==> src/rtl/watch_pkg.sv <==
// Shared definitions for the stopwatch: state width and state encodings,
// used by the controller, the display driver and the time datapath.
package watch_pkg;

    localparam int STATE_W = 2;

    localparam logic [STATE_W-1:0] ST_IDLE  = 2'b00;
    localparam logic [STATE_W-1:0] ST_RUN   = 2'b01;
    localparam logic [STATE_W-1:0] ST_PAUSE = 2'b10;
    localparam logic [STATE_W-1:0] ST_ADJ   = 2'b11;

    typedef enum logic [STATE_W-1:0] {
        S_IDLE  = ST_IDLE,
        S_RUN   = ST_RUN,
        S_PAUSE = ST_PAUSE,
        S_ADJ   = ST_ADJ
    } state_t;

endpackage

==> src/rtl/watch_ctrl_edge_detect.sv <==
// Rising-edge detector for a debounced level; the history register tracks the
// input even during reset so a button held through reset yields no edge.
module edge_detect (
    input  logic clk,
    input  logic rst,
    input  logic level,
    output logic pulse
);

    logic prev;

    always_ff @(posedge clk) begin
        prev <= level;
    end

    assign pulse = rst & level & ~prev;

endmodule

==> src/rtl/watch_ctrl.sv <==
// Stopwatch mode controller: chooses count/adjust/clear/hold each cycle and
// drives registered strobes and display levels for the datapath.
module watch_ctrl
    import watch_pkg::*;
#(
    parameter int SATURATE = 0
) (
    input  logic               clk,
    input  logic               rst,
    input  logic               tick_1hz,
    input  logic               tick_2hz,
    input  logic               btn_pause,
    input  logic               btn_clear,
    input  logic               sw_adj,
    input  logic               sw_sel,
    input  logic               at_max,
    output logic               inc_sec,
    output logic               adj_min,
    output logic               adj_sec,
    output logic               clr,
    output logic               blink,
    output logic               running,
    output logic [STATE_W-1:0] state
);

    // state | meaning
    // IDLE  | stopped at 00:00 or after clear, waiting for start
    // RUN   | counting one second per tick_1hz
    // PAUSE | holding the current value
    // ADJ   | manual setting of minutes/seconds on tick_2hz

    state_t cur, nxt;
    logic   pause_edge, clear_edge;
    logic   n_inc, n_min, n_sec, n_clr;

    edge_detect u_pause_edge (
        .clk   (clk),
        .rst   (rst),
        .level (btn_pause),
        .pulse (pause_edge)
    );

    edge_detect u_clear_edge (
        .clk   (clk),
        .rst   (rst),
        .level (btn_clear),
        .pulse (clear_edge)
    );

    always_comb begin
        nxt   = cur;
        n_inc = 1'b0;
        n_min = 1'b0;
        n_sec = 1'b0;
        n_clr = 1'b0;
        if (clear_edge) begin
            n_clr = 1'b1;
            nxt   = sw_adj ? S_ADJ : S_IDLE;
        end else if (sw_adj && cur != S_ADJ) begin
            nxt = S_ADJ;
        end else if (cur == S_ADJ && !sw_adj) begin
            nxt = S_PAUSE;
        end else begin
            case (cur)
                S_IDLE: begin
                    if (pause_edge) nxt = S_RUN;
                end
                S_RUN: begin
                    // a tick coinciding with pause is still counted
                    if (tick_1hz) begin
                        if (SATURATE != 0 && at_max) nxt = S_PAUSE;
                        else                         n_inc = 1'b1;
                    end
                    if (pause_edge) nxt = S_PAUSE;
                end
                S_PAUSE: begin
                    if (pause_edge) nxt = S_RUN;
                end
                S_ADJ: begin
                    if (tick_2hz) begin
                        n_min = ~sw_sel;
                        n_sec = sw_sel;
                    end
                end
                default: nxt = S_IDLE;
            endcase
        end
    end

    always_ff @(posedge clk) begin
        if (!rst) begin
            cur     <= S_IDLE;
            inc_sec <= 1'b0;
            adj_min <= 1'b0;
            adj_sec <= 1'b0;
            clr     <= 1'b0;
            blink   <= 1'b0;
            running <= 1'b0;
        end else begin
            cur     <= nxt;
            inc_sec <= n_inc;
            adj_min <= n_min;
            adj_sec <= n_sec;
            clr     <= n_clr;
            blink   <= (nxt == S_ADJ);
            running <= (nxt == S_RUN);
        end
    end

    assign state = cur;

endmodule
==> config.mk <==
export PLATFORM = sky130hd
export DESIGN_NAME = watch_ctrl
export DESIGN_NICKNAME = d
export VERILOG_FILES = /design/src/rtl/watch_pkg.sv /design/src/rtl/watch_ctrl_edge_detect.sv /design/src/rtl/watch_ctrl.sv
export SDC_FILE = /design/constraint.sdc
export NUM_CORES = 1
export LEC_CHECK = 0
export BUFFER_PORTS_ARGS = -buffer_cell sky130_fd_sc_hd__buf_4
export CORE_AREA = 2 2 40 42
export DETAILED_ROUTE_END_ITERATION = 6
export DIE_AREA = 0 0 42 44
export MAX_ROUTING_LAYER = met4
export PLACE_DENSITY = 0.48
export SLEW_MARGIN = 10
export SYNTH_ARGS = -nofsm -noshare
export SYNTH_HDL_FRONTEND = slang
export SYNTH_HIERARCHICAL = 1
export SYNTH_SLANG_ARGS = --single-unit
==> constraint.sdc <==
create_clock -name clk -period 2.05 [get_ports clk]
set_input_delay 0.41 -clock clk [delete_from_list [all_inputs] [get_ports clk]]
set_output_delay 0.41 -clock clk [all_outputs]
set_load 0.02 [all_outputs]
---- After elaboration in Yosys (flattened, before gate mapping) ----
Cells that the tools add are included.
W data, S select, Z words.
storage, ports and cells
  RAM bits ................................ 0
  ROM bits ................................ 0
  register bits after elaboration ......... 10
  bits of input ports ..................... 9
  memories kept ........................... 0
  output and inout port bits .............. 8
  bits in latches ......................... 0
operators by class
  add/subtract/negate cells ............... 0
  equal/unequal tests ..................... 6
  div/mod/pow operators ................... 0
  $mul .................................... 0
  mux-type cells .......................... 9
  order comparisons ....................... 0
  bitwise gates (word level) .............. 11
  reduce and logical (&&, ||, !) cells .... 7
  shift operators ......................... 0
operators with widths
  operator              number
  $mux W2               6
  $not A1 Y1            7
  $eq A2 B2 Y1 const B  3
  $reduce_or A6 Y1      1
  $reduce_or A5 Y1      1
  $and A1 B1 Y1         4
  $eq A2 B1 Y1 const B  2
  $pmux W2 S2           1
  $logic_and A1 B1 Y1   2
  $logic_not A2 Y1      1
  $mux W1               2
  $ne A2 B2 Y1 const B  1
  $reduce_or A2 Y1      1
  $logic_not A1 Y1      1

---- Depth between registers and ports, before layout ----
Gate-level depths: netlist of run 1.
  depth in word-level cells ............... 8
  mapped depth ............................ 5
  depth with buffers taken out ............ 5

---- Hierarchy ----
Netlist of run 1, hierarchy kept.
by module, submodules not included
  module       cells an instance  area an instance (µm²)  instances  sequential area each (µm²)
  watch_ctrl   35                 342.8                   1          160.2
  edge_detect  2                  28.8                    2          20.0

---- Least setup slack after synthesis of run 1 ----
No wires, ideal clock.
  path type ............................... register to register
  from .................................... reg cur[1], in the netlist state[1]
  to ...................................... reg running
  cell stages (with the launch flop) ...... 5
  path slack .............................. 600 ps
  period minus slack after synthesis ...... 1,450 ps
  library setup time ...................... 79 ps
  data required time ...................... 1,971 ps
  arrival time ............................ 1,371 ps
  path through ............................ dfxtp_1 > nand2_1 > ha_1 > or3_1 > a211oi_2
between the ends
  word-level cells in the longest chain between the ends .. 7
ends and longest elaborated chain
  element                                                  line               RTL
  from (decl)                                              watch_ctrl.sv:32   state_t cur, nxt;
  from (signal assigned)                                   watch_ctrl.sv:100  cur <= nxt;
  $eq A2 B2 Y1 / $logic_not A2 Y1 (equally long branches)  watch_ctrl.sv:64   case (cur)
  $reduce_or A2 Y1 (no source line)                        n/a
  $pmux W2 S2                                              watch_ctrl.sv:64
  $mux W2                                                  watch_ctrl.sv:61   end else if (cur == S_ADJ && !sw_adj) begin
  $mux W2 *                                                watch_ctrl.sv:59   end else if (sw_adj && cur != S_ADJ) begin
  $mux W2 *                                                watch_ctrl.sv:56   if (clear_edge) begin
  $eq A2 B1 Y1 *                                           watch_ctrl.sv:106  running <= (nxt == S_RUN);
  to (signal assigned)                                     watch_ctrl.sv:106
  to (decl)                                                watch_ctrl.sv:22   output logic running,
Every way passes the cells marked *; elsewhere a longest branch is shown, timed or not.
A chain may end at the register's enable or synchronous reset.

---- Worst setup path in the final report of run 1 ----
Same ends and word-level chain as after synthesis.

==> results of run 1 <==
-- registers in the layout, indices dropped and copies added, names as in the netlist --
register and flops:
adj_min 1, adj_sec 1, blink 1, clr 1
inc_sec 1, running 1, state 2, u_clear_edge/prev 1
u_pause_edge/prev 1
-- power groups by stage --
stage               sequential [W]  clock (W)  combinational (W)
finish                    0.000210   0.000127          0.0000689
global route              0.000212   0.000150          0.0000766
CTS                       0.000211   0.000133          0.0000699
detailed placement        0.000215          0          0.0000697
global placement          0.000215          0          0.0000698
floorplan                 0.000224          0          0.0000308
-- metal layers --
layer | routed length [um] | up-vias
met5 | 0 | -
met4 | 10 | 0
met3 | 45 | 2
met2 | 306 | 9
met1 | 333 | 151
li1 | - | 169
-- Yosys cell counts, drive strengths merged --
| library cell | number |
|---|---|
| or2b | 1 |
| dfxtp | 10 |
| nand3 | 1 |
| inv | 3 |
| and4bb | 1 |
| o21ai | 2 |
| a211o | 1 |
| nand2 | 2 |
| nor2 | 5 |
| and3b | 2 |
| and2 | 1 |
| a21oi | 2 |
| or3 | 1 |
| a211oi | 1 |
| nand2b | 1 |
| ha | 2 |
| nor2b | 1 |
| and4 | 1 |
| o21a | 1 |
-- layout make-up --
type / instances / area share, %
inverter: 3 / 2.03
sequential: 10 / 36.0
tap: 16 / 3.60
timing repair buffer: 15 / 20.3
clock buffer: 3 / 4.05
multi-input combinational: 26 / 34.0
-- worst paths after layout --
check / endpoint / slack, ns / startpoint
max: running$_SDFF_PN0_ / 0.67 / state[1]$_SDFF_PN0_
min: u_clear_edge/prev$_DFF_P_ / 0.26 / btn_clear
max reg2reg: running$_SDFF_PN0_ / 0.67 / state[1]$_SDFF_PN0_
min reg2reg: inc_sec$_SDFF_PP0_ / 0.61 / state[1]$_SDFF_PN0_
-- critical path: cells and delay by family (launching register included) --
| family | cells | cell delay [ns] |
|---|---|---|
| simple gates | 2 | 0.55 |
| flops | 1 | 0.41 |
| fa+ha+maj | 1 | 0.21 |
| compound gates | 1 | 0.15 |
-- cells by family (layout without fill, tap and decap cells) --
logic type	count (synthesis)	after routing	share of synthesized area (%)
flops	10	10	50.0
fa+ha+maj	2	2	6.25
compound gates	7	7	13.1
simple gates	17	17	27.8
buf+inv	3	21	2.81
-- through the flow --
| stage | std cells | hold slack, ns |
|---|---|---|
| 2_1_floorplan | 39 | 0.438 |
| 3_3_place_gp | 70 | 0.523 |
| 3_5_place_dp | 70 | 0.526 |
| 4_1_cts | 73 | 0.252 |
| 5_1_grt | 73 | 0.244 |
| 6_report | 73 | 0.258 |
==> flow_metrics.env, run 1 <==
export IMPL_die_width_um=42
export IMPL_setup_tns_ns=0
export IMPL_gp_congestion=0.700
export IMPL_worstPathMaxFanout=4
export IMPL_power_density_mw_per_mm2=732
export IMPL_ios=17
export IMPL_route_detailed_drc=0
export IMPL_drv_slew=0
export IMPL_skew_ns=0.00623
export IMPL_drtAntennaViolNets=0
export IMPL_met3_usage_pct=2.50
export IMPL_ys_seq_area_share_pct=50.0
export IMPL_top_usage_layer="met2"
export IMPL_finalSetupViolations=0
export IMPL_required_ns=2.23
export IMPL_grt_pass1_wl_um=1290
export IMPL_fmax_ghz=0.723
export IMPL_tightestPinTransition_ns=0.366
export IMPL_yosys_top_cells_area="dfxtp_1, ha_1, nor2_1"
export IMPL_cts_tree="built"
export IMPL_crit_slowest_cell="dfxtp_1"
export IMPL_cts_path_max_buffers=2
export IMPL_final_common_cell="buf_4"
export IMPL_critPathCaptureType="flip-flop"
export IMPL_wl_um=695
export IMPL_core_rowCount=14
export IMPL_pwr_share_clk_pct=31.3
export IMPL_multi_input_area_um2=189
export IMPL_nFillCells=144
export IMPL_insertion_delay_ns=0.26
export IMPL_whs_path_depth=1
export IMPL_ir_drop_v=0.000300
export IMPL_maxCapViolations=0
export IMPL_dr_pass1_iters=2
export IMPL_cts_sinks=10
export IMPL_cts_hold_buf=0
export IMPL_syn_inst=39
export IMPL_seqPwrFrac_pct=51.7
export IMPL_netlist_area_leader_share_pct=50.0
export IMPL_use_met1_pct=12.2
export IMPL_grt_pass1_vias=301
export IMPL_relSlewSlack_pct=75.5
export IMPL_internal_power_w=0.000307
export IMPL_synth_top_cell_by_area="dfxtp_1"
export IMPL_cp_start_kind="flip-flop"
export IMPL_ys_seq_elements=10
export IMPL_start_util_pct=28.2
export IMPL_fp_dieArea_mm2=0.00185
export IMPL_grt_ovfl_total=0
export IMPL_rr_worst_depth=4
export IMPL_synth_area_um2=400
export IMPL_wl_per_cell_um=9.52
export IMPL_p_switching_w=0.000100
export IMPL_die_y_um=44
export IMPL_synth_cell_types=21
export IMPL_crit_chain="nand2_1 -> ha_1 -> or3_1 -> a211oi_2"
export IMPL_crit_type="reg2reg"
export IMPL_hold_class="in2reg"
export IMPL_p_comb_share_pct=17.0
export IMPL_dp_worst_setup_slack_ns=0.644
export IMPL_worst_ep_arrival_time_ns=1.57
export IMPL_leakage_nw=0.268
export IMPL_numCtsBuffers=3
export IMPL_stdcell_area_um2=556
export IMPL_rsz0062_at_grt="false"
export IMPL_grt_max_degree=7
export IMPL_clkTransAtPathRegs_ns=0.06
export IMPL_avgSynthCellArea_um2=10.3
export IMPL_h_tree_depth=1
export IMPL_core_area_mm2=0.00142
export IMPL_setup_slack_ns=0.668
export IMPL_routed_via_density=4.53
export IMPL_regArea_um2=200
export IMPL_outcome="finished, final reports clean"
export IMPL_fin_crit_ns=1.38
export IMPL_final_util_pct=39.2
export IMPL_gr_usage_met2_pct=13.8
export IMPL_diodes=0
export IMPL_vias=331
export IMPL_postCtsSetupRepairBufs=0
export IMPL_areaGrowthSynthToFinish_pct=38.8
export IMPL_antenna_found_initial=0
export IMPL_drive_gt1_share_pct=40.4
export IMPL_fin_nets=70
export IMPL_clock_root_buffer="clkbuf_4"
export IMPL_layout_common_cells="buf_4, dfxtp_1, nor2_1, inv_1, clkbuf_4"
export IMPL_syn_nets=50
export IMPL_post_dp_cell_area_um2=533
export IMPL_cts_resized_gates=0
export IMPL_numPortBuffers=15
export IMPL_p_total_w=0.000407
export IMPL_grt_use_total_pct=10.2
export IMPL_min_period_over_period_pct=67.4
export IMPL_dr_first_iter_drc_count=2
export IMPL_hold_violations=0
export IMPL_netSwitchingFraction_pct=24.6
export IMPL_yosys_warnings=6
export IMPL_slowest_delay_ns=0.41
Power figures use the tool's default switching activity.
==> inputs of run 2 (changes only) <==
clock period = 1.35 ns   (was 2.05 ns; I/O delays follow)
==> run 2 against run 1 <==
Against the previous run:
- cell count is 4.1% higher
- worst hold slack got worse by 0.14 ns
- global-route usage increased by 0.18 points
- total power up 54%
- maximum frequency increased by 13%
- cell area up 5.0%
- sequential power up 51%
- sequential share of layout area decreased by 1.3 points
- die area unchanged
- critical path type unchanged
- critical endpoint unchanged
- largest cell class unchanged
- largest power group unchanged
- highest routed layer unchanged
==> flow_metrics.env, run 2 (same netlist as run 1, synthesis figures left out) <==
export IMPL_outcome="finished, final reports clean"
export IMPL_dp_worst_setup_slack_ns=0.0910
export IMPL_fp_dieArea_mm2=0.00185
export IMPL_crit_slowest_cell="or3_1"
export IMPL_placedCellCount=73
export IMPL_stdcell_area_um2=583
export IMPL_h_tree_depth=1
export IMPL_cts_path_max_buffers=2
export IMPL_gr_usage_met2_pct=12.5
export IMPL_relSlewSlack_pct=85.6
export IMPL_antenna_found_initial=0
export IMPL_layout_common_cells="buf_4, dfxtp_1, nor2_1, inv_1, clkbuf_4"
export IMPL_hold_class="in2reg"
export IMPL_tightestPinTransition_ns=0.215
export IMPL_rsz0062_at_grt="false"
export IMPL_slowest_delay_ns=0.35
export IMPL_grt_pass1_vias=310
export IMPL_setup_slack_ns=0.126
export IMPL_postCtsSetupRepairBufs=0
export IMPL_finalSetupViolations=0
export IMPL_hold_violations=0
export IMPL_critPathCaptureType="flip-flop"
export IMPL_ir_drop_v=0.000494
export IMPL_fmax_ghz=0.817
export IMPL_clkTransAtPathRegs_ns=0.06
export IMPL_dr_pass1_iters=1
export IMPL_setup_tns_ns=0
export IMPL_largest_register_ffs=2
export IMPL_drv_slew=0
export IMPL_crit_type="reg2reg"
export IMPL_cts_resized_gates=0
export IMPL_fin_nets=73
export IMPL_die_y_um=44
export IMPL_cts_sinks=10
export IMPL_hpwl_um=553
export IMPL_maxCapViolations=0
export IMPL_start_util_pct=28.2
export IMPL_power_density_mw_per_mm2=1080
export IMPL_drive_gt1_share_pct=48.3
export IMPL_cts_tree="built"
export IMPL_fin_cells=76
export IMPL_dr_first_iter_drc_count=0
export IMPL_use_met1_pct=12.7
export IMPL_rrSetupSlack_ns=0.13
export IMPL_areaGrowthSynthToFinish_pct=45.6
export IMPL_core_area_mm2=0.00142
export IMPL_final_common_cell="buf_4"
export IMPL_wl_um=673
export IMPL_crit_chain="nand2_2 -> inv_1 -> ha_1 -> or3_1 -> a211oi_2"
export IMPL_cp_start_kind="flip-flop"
export IMPL_cp_num_buf_inv=1
export IMPL_vias=333
export IMPL_clock_root_buffer="clkbuf_4"
export IMPL_numPortBuffers=15
export IMPL_grt_ovfl_total=0
export IMPL_ios=17
export IMPL_cts_hold_buf=0
export IMPL_min_period_over_period_pct=90.7
export IMPL_numCtsBuffers=3
export IMPL_leakage_nw=0.284
export IMPL_grt_max_degree=7
export IMPL_post_dp_cell_area_um2=558
export IMPL_regArea_um2=203
export IMPL_skew_ns=0.00195
export IMPL_fin_crit_ns=1.22
export IMPL_wl_per_cell_um=8.86
export IMPL_top_usage_layer="met1"
export IMPL_grt_use_total_pct=10.4
export IMPL_drtAntennaViolNets=0
export IMPL_gp_congestion=0.703
export IMPL_diodes=0
export IMPL_met3_usage_pct=4.17
export IMPL_route_detailed_drc=0
export IMPL_required_ns=1.53
export IMPL_die_width_um=42
export IMPL_routed_via_density=4.38
export IMPL_worst_ep_arrival_time_ns=1.41
export IMPL_multi_input_area_um2=191
export IMPL_worstPathMaxFanout=4
export IMPL_grt_pass1_wl_um=1300
export IMPL_core_rowCount=14
export IMPL_nFillCells=147
export IMPL_cp_top_family="simple AND/OR/NAND/NOR gates"
export IMPL_insertion_delay_ns=0.25
-- run 2: changes by cell type in the layout (fill, tap and decap cells not counted) --
cell	before	now
buf_4	15	18
dfxtp_1	10	8
dfxtp_2	0	2
nand2_1	2	1
nand2_2	0	1
-- run 2: metal layers --
layer,part of all wire [%],vias to the layer above
met5,0,-
met3,7.1,2
met4,2.1,0
met2,45,9
li1,-,178
met1,45,144
-- run 2: worst reg2reg max path: stages, from the launching register on --
cell	delay, ns
dfxtp_2	0.32
nand2_2	0.09
inv_1	0.05
ha_1	0.20
or3_1	0.35
a211oi_2	0.14
-- run 2: power breakdown --
part	leakage (nW)	switching, W	internal (W)	total [W]
clock	0.0138	0.0000886	0.000102	0.000191
sequential	0.0828	0.00000523	0.000311	0.000317
combinational	0.187	0.0000581	0.0000628	0.000121
-- run 2: cell type report --
cell class | count | share of cell area [%]
Sequential cell | 10 | 34.8
Multi-Input combinational cell | 26 | 32.8
Timing Repair Buffer | 18 | 23.2
Clock buffer | 3 | 3.86
Tap cell | 16 | 3.43
Inverter | 3 | 1.93
-- run 2: final timing paths --
path / from / to / depth (start not counted)
max: state[0]$_SDFF_PN0_ / running$_SDFF_PN0_ / 5
min: btn_clear / u_clear_edge/prev$_DFF_P_ / 1
min reg2reg: state[1]$_SDFF_PN0_ / blink$_SDFF_PN0_ / 3
max reg2reg: state[0]$_SDFF_PN0_ / running$_SDFF_PN0_ / 5
-- run 2: per-stage QoR --
step,utilization (%),total power [W],hold WS [ns]
3_5_place_dp,39.3,0.000445,0.385
2_1_floorplan,-,0.000388,0.298
4_1_cts,40.9,0.000641,0.114
5_1_grt,41.1,0.000682,0.104
6_report,41.1,0.000628,0.123
3_3_place_gp,39.3,0.000444,0.383
